## src/rtl/seq_restoring_div.sv

```systemverilog
// seq_restoring_div: multi-cycle restoring divider, one quotient bit per clock.
// Define DIV_SIGNED_EN for two's-complement operands (truncation toward zero).
module seq_restoring_div #(
  parameter int WIDTH = 32
) (
  input  logic             clk,
  input  logic             rst_n,
  input  logic             start,
  input  logic [WIDTH-1:0] dividend,
  input  logic [WIDTH-1:0] divisor,
  output logic             busy,
  output logic             done,
  output logic [WIDTH-1:0] quotient,
  output logic [WIDTH-1:0] remainder,
  output logic             div_by_zero
);
  localparam int CW = $clog2(WIDTH);
  typedef enum logic [1:0] {IDLE, RUN, DONE} state_t;
  state_t state_q, state_d;
  logic [CW-1:0] cnt_q, cnt_d;
  logic [WIDTH-1:0] prem_q, prem_d, dvd_q, dvd_d, dvs_q, dvs_d, quo_q, quo_d, rem_q, rem_d;
  logic dbz_q, dbz_d;
  logic [WIDTH:0] shifted, diff;
  logic ge, accept, last;
  logic [WIDTH-1:0] step_rem, step_quo, a_mag, b_mag, fin_quo, fin_rem;
`ifdef DIV_SIGNED_EN
  logic qneg_q, qneg_d, rneg_q, rneg_d;
  assign a_mag   = dividend[WIDTH-1] ? -dividend : dividend;
  assign b_mag   = divisor[WIDTH-1] ? -divisor : divisor;
  assign fin_quo = qneg_q ? -step_quo : step_quo;
  assign fin_rem = rneg_q ? -step_rem : step_rem;
`else
  assign a_mag   = dividend;
  assign b_mag   = divisor;
  assign fin_quo = step_quo;
  assign fin_rem = step_rem;
`endif
  always_comb begin
    accept   = start && state_q != RUN;
    shifted  = {prem_q, dvd_q[WIDTH-1]};
    diff     = shifted - {1'b0, dvs_q};
    ge       = !diff[WIDTH];
    step_rem = ge ? diff[WIDTH-1:0] : shifted[WIDTH-1:0];
    step_quo = {dvd_q[WIDTH-2:0], ge};
    last     = cnt_q == CW'(WIDTH - 1);
    state_d  = state_q;
    cnt_d    = cnt_q;
    prem_d   = prem_q;
    dvd_d    = dvd_q;
    dvs_d    = dvs_q;
    quo_d    = quo_q;
    rem_d    = rem_q;
    dbz_d    = dbz_q;
`ifdef DIV_SIGNED_EN
    qneg_d   = qneg_q;
    rneg_d   = rneg_q;
`endif
    if (accept) begin
      dvd_d   = a_mag;
      dvs_d   = b_mag;
      prem_d  = '0;
      cnt_d   = '0;
      state_d = divisor == '0 ? DONE : RUN;
`ifdef DIV_SIGNED_EN
      qneg_d  = dividend[WIDTH-1] ^ divisor[WIDTH-1];
      rneg_d  = dividend[WIDTH-1];
`endif
      // zero divisor skips RUN, so its results are registered right here
      if (divisor == '0) begin
        quo_d = '1;
        rem_d = dividend;
        dbz_d = 1'b1;
      end
    end else if (state_q == RUN) begin
      prem_d = step_rem;
      dvd_d  = step_quo;
      cnt_d  = cnt_q + 1'b1;
      if (last) begin
        state_d = DONE;
        quo_d   = fin_quo;
        rem_d   = fin_rem;
        dbz_d   = 1'b0;
      end
    end else if (state_q == DONE) begin
      state_d = IDLE;
    end
  end
  always_ff @(posedge clk or negedge rst_n) begin
    if (!rst_n) begin
      state_q <= IDLE;
      cnt_q   <= '0;
      prem_q  <= '0;
      dvd_q   <= '0;
      dvs_q   <= '0;
      quo_q   <= '0;
      rem_q   <= '0;
      dbz_q   <= 1'b0;
`ifdef DIV_SIGNED_EN
      qneg_q  <= 1'b0;
      rneg_q  <= 1'b0;
`endif
    end else begin
      state_q <= state_d;
      cnt_q   <= cnt_d;
      prem_q  <= prem_d;
      dvd_q   <= dvd_d;
      dvs_q   <= dvs_d;
      quo_q   <= quo_d;
      rem_q   <= rem_d;
      dbz_q   <= dbz_d;
`ifdef DIV_SIGNED_EN
      qneg_q  <= qneg_d;
      rneg_q  <= rneg_d;
`endif
    end
  end
  assign busy        = state_q == RUN;
  assign done        = state_q == DONE;
  assign quotient    = quo_q;
  assign remainder   = rem_q;
  assign div_by_zero = dbz_q;
endmodule
```

## config.mk

```make
export PLATFORM = sky130hd
export DESIGN_NAME = seq_restoring_div
export DESIGN_NICKNAME = d
export VERILOG_FILES = /design/src/rtl/seq_restoring_div.sv
export SDC_FILE = /design/constraint.sdc
export NUM_CORES = 1
export LEC_CHECK = 0
export BUFFER_PORTS_ARGS = -buffer_cell sky130_fd_sc_hd__buf_2
export CORE_ASPECT_RATIO = 1.5
export CORE_MARGIN = 10
export CORE_UTILIZATION = 55
export CTS_BUF_LIST = sky130_fd_sc_hd__clkbuf_2
export CTS_CLUSTER_DIAMETER = 100
export DETAILED_ROUTE_END_ITERATION = 8
export GPL_TIMING_DRIVEN = 1
export PLACE_DENSITY = 0.75
export SYNTH_ARGS = -nofsm -noshare
export SYNTH_HDL_FRONTEND = slang
export SYNTH_SLANG_ARGS = --single-unit
```

## constraint.sdc

```tcl
create_clock -name clk -period 5.3 [get_ports clk]
set_clock_uncertainty 0.1 [all_clocks]
set_input_delay 1.06 -clock clk [delete_from_list [all_inputs] [get_ports clk]]
set_output_delay 1.06 -clock clk [all_outputs]
set_load 0.05 [all_outputs]
```

==> impl_metrics.toml <==
[timing]
min_period_over_period = 0.7397
maxSlewHeadroom = 0.3791
hold_viol = 0
setup_violations = 0
drv_slew = 0
rsz0062_at_grt = "false"
fin_setup_tns_ns = 0
max_freq_mhz = 255.1
fin_crit_ns = 3.921
worst_pin_slew_ns = 0.9313

[routing]
drtIter0Drc = 795
first_pass_iters = 5
wl_per_cell_um = 18.01
routed_wl_um = 24420
drc = 0
vias = 7999
vias_per_cell = 5.899
ant_nets = 0

[floorplan]
start_util = 0.5582
die_area_sq_mm = 0.02265
die_x_um = 126.3
rows = 58
die_y_um = 179.4
top_level_ports = 134
fp.coreArea_sq_mm = 0.01669

[clock_tree]
insertion_delay_ns = 0.77
hold_buffers = 0
htreeDepth = 4
cts_tree = "built"
clock-sinks = 168
numCtsBuffers = 17
post_cts_buffers = 0
cts.path.max_buffers = 2
cts_root_buf = "clkbuf_2"
cts.repair.resized = 0
path_clk_slew_ns = 0.29

[layout]
area_delta_synth_final_pct = 10.57
drive_above_1_share = 0.1694
most-common-layout-cells = "nand2_1 (194), dfrtp_1 (168), o21ai_0 (144), buf_2 (132), a21oi_1 (68)"
final_nets = 1237
final_common_cell = "nand2_1"

[pwr]
power_mw = 4.982
power.density_mw_per_mm2 = 483.7
ir_drop_v = 0.0001921
leakage_nw = 4.693

[worst_setup_path]
r2r-end = "prem_q[15]"
endpoint_kind = "output port"
cp-start-kind = "flop"
critPathMaxFanout = 48
required_ns = 4.14
cp.arrival_ns = 2.76
rr_worst_depth = 13
timing.reg2reg.setup_slack_ns = 1.49
worstSetupPathType = "reg -> out"
r2r_start = "dvd_q[31]"

[yosys]
yosysUniqueCellTypes = 66
avgSynthCellArea_sq_um = 9.019
ys.warnings.count = 0
synth_edf_count = 0
synth-async-reset-ratio = 1.000
seq_area_frac_synth = 0.4512
netlist_instances = 1033
ys_seq_elements = 168
netlist_area_sq_mm = 0.009316
synthFlopType = "dfrtp_1"
syn-num-nets = 1138

[placed_design]
place_hpwl_um = 18080
place.gp.congestion = 0.9838
port_buffers = 133

[min_path]
hold_class = "in -> async"

[global_route]
grtUsageMet2 = 0.3548
grt_pass1_wl_um = 40770
grtUsageTotal = 0.2148
gr-usage-met3 = 0.04388
antenna_found_initial = 1
grt_busiest_layer = "met2"
grt_max_degree = 101
grt-ovfl-total = 0
grt_use_met1 = 0.2715
grt_pass1_vias = 7943

[flow_run]
maxCapViolCount = 0

[run_status]
outcome = "complete, no violations"
worst max-delay path, cell delays in order (launching register included):
cell     delay (ns)
dfrtp_1        0.45
inv_1          0.10
ha_2           0.61
buf_4          0.48
buf_2          0.35
how the worst max path moves through the flow:
stage	start	to	cells after the start	slack, ns
floorplan	dvd_q[31]	prem_q[3]	13	2.34
global placement	start	dvs_q[8]	7	1.64
detailed placement	dvd_q[31]	prem_q[15]	13	1.55
CTS	state_q[1]	busy	4	1.37
global route	state_q[1]	busy	4	1.16
finish	state_q[1]	busy	4	1.38
layer usage:
layer / up-vias / share of wire
li1: 3853 / -
met4: 0 / 0.027
met5: - / 0
met3: 51 / 0.058
met1: 3839 / 0.42
met2: 256 / 0.50
metrics by stage:
stage	utilization	setup slack [ns]	hold slack, ns	instance area (sq um)	instances
after floorplan	-	2.336	0.3497	9316	1033
after CTS	0.6170	1.375	0.2386	10300	1355
after global routing	0.6172	1.156	0.2420	10300	1356
after detailed placement	0.6028	1.553	0.3604	10060	1323
final	0.6172	1.379	0.2060	10300	1356
after global placement	0.6028	1.641	0.3565	10060	1323
logic make-up after synthesis:
| logic type | after synthesis | synth area share |
|---|---|---|
| XOR/XNOR | 29 | 0.03129 |
| buffers and inverters | 114 | 0.05197 |
| adder cells (fa/ha/maj) | 38 | 0.05184 |
| flip-flops | 168 | 0.4512 |
| AO/OA/AOI/OAI | 318 | 0.2006 |
| AND/OR/NAND/NOR | 308 | 0.1501 |
| multiplexers | 58 | 0.06285 |
cell type report:
cell class / instances / area [sq um]
Sequential cell: 168 / 4204
Clock buffer: 17 / 85.08
Clock inverter: 15 / 152.6
Timing Repair Buffer: 145 / 762.0
Antenna cell: 1 / 2.502
Tap cell: 210 / 262.8
Fill cell: 1504 / 6390
Multi-Input combinational cell: 751 / 4648
Inverter: 49 / 183.9
flip-flops by register name, indices dropped and copies added, names as in the netlist:
| register | flops |
|---|---|
| dvd_q | 32 |
| quotient | 32 |
| prem_q | 32 |
| dvs_q | 32 |
| remainder | 32 |
| state_q | 2 |
| cnt_q | 5 |
| div_by_zero | 1 |
where the power goes:
| group | switching (mW) | total, mW | internal, mW |
|---|---|---|---|
| combinational | 1.58 | 2.52 | 0.939 |
| sequential | 0.197 | 1.78 | 1.58 |
| clock | 0.535 | 0.690 | 0.155 |
| total | 2.31 | 4.98 | 2.67 |
cell usage after synthesis (all sizes together), types with 3 or more instances:
master | instances | area share
nand2 | 194 | 0.078
dfrtp | 168 | 0.45
o21ai | 148 | 0.080
a21oi | 69 | 0.037
mux2i | 57 | 0.061
clkbuf | 53 | 0.021
inv | 49 | 0.020
ha | 37 | 0.050
o22ai | 30 | 0.021
or3 | 24 | 0.016
nand3 | 21 | 0.012
xnor2 | 18 | 0.021
nor2 | 17 | 0.0068
a21o | 13 | 0.010
and3 | 12 | 0.0081
buf | 12 | 0.011
xor2 | 11 | 0.010
nor4 | 10 | 0.0074
o211ai | 9 | 0.0073
nand4 | 8 | 0.0054
a211oi | 7 | 0.0062
a31oi | 7 | 0.0054
nor3 | 7 | 0.0038
o21bai | 5 | 0.0040
nor2b | 4 | 0.0027
o21a | 4 | 0.0032
a2111oi | 3 | 0.0048
a32oi | 3 | 0.0028
and4 | 3 | 0.0028
o31ai | 3 | 0.0024
Note: power is estimated with default switching activity, not from simulation.
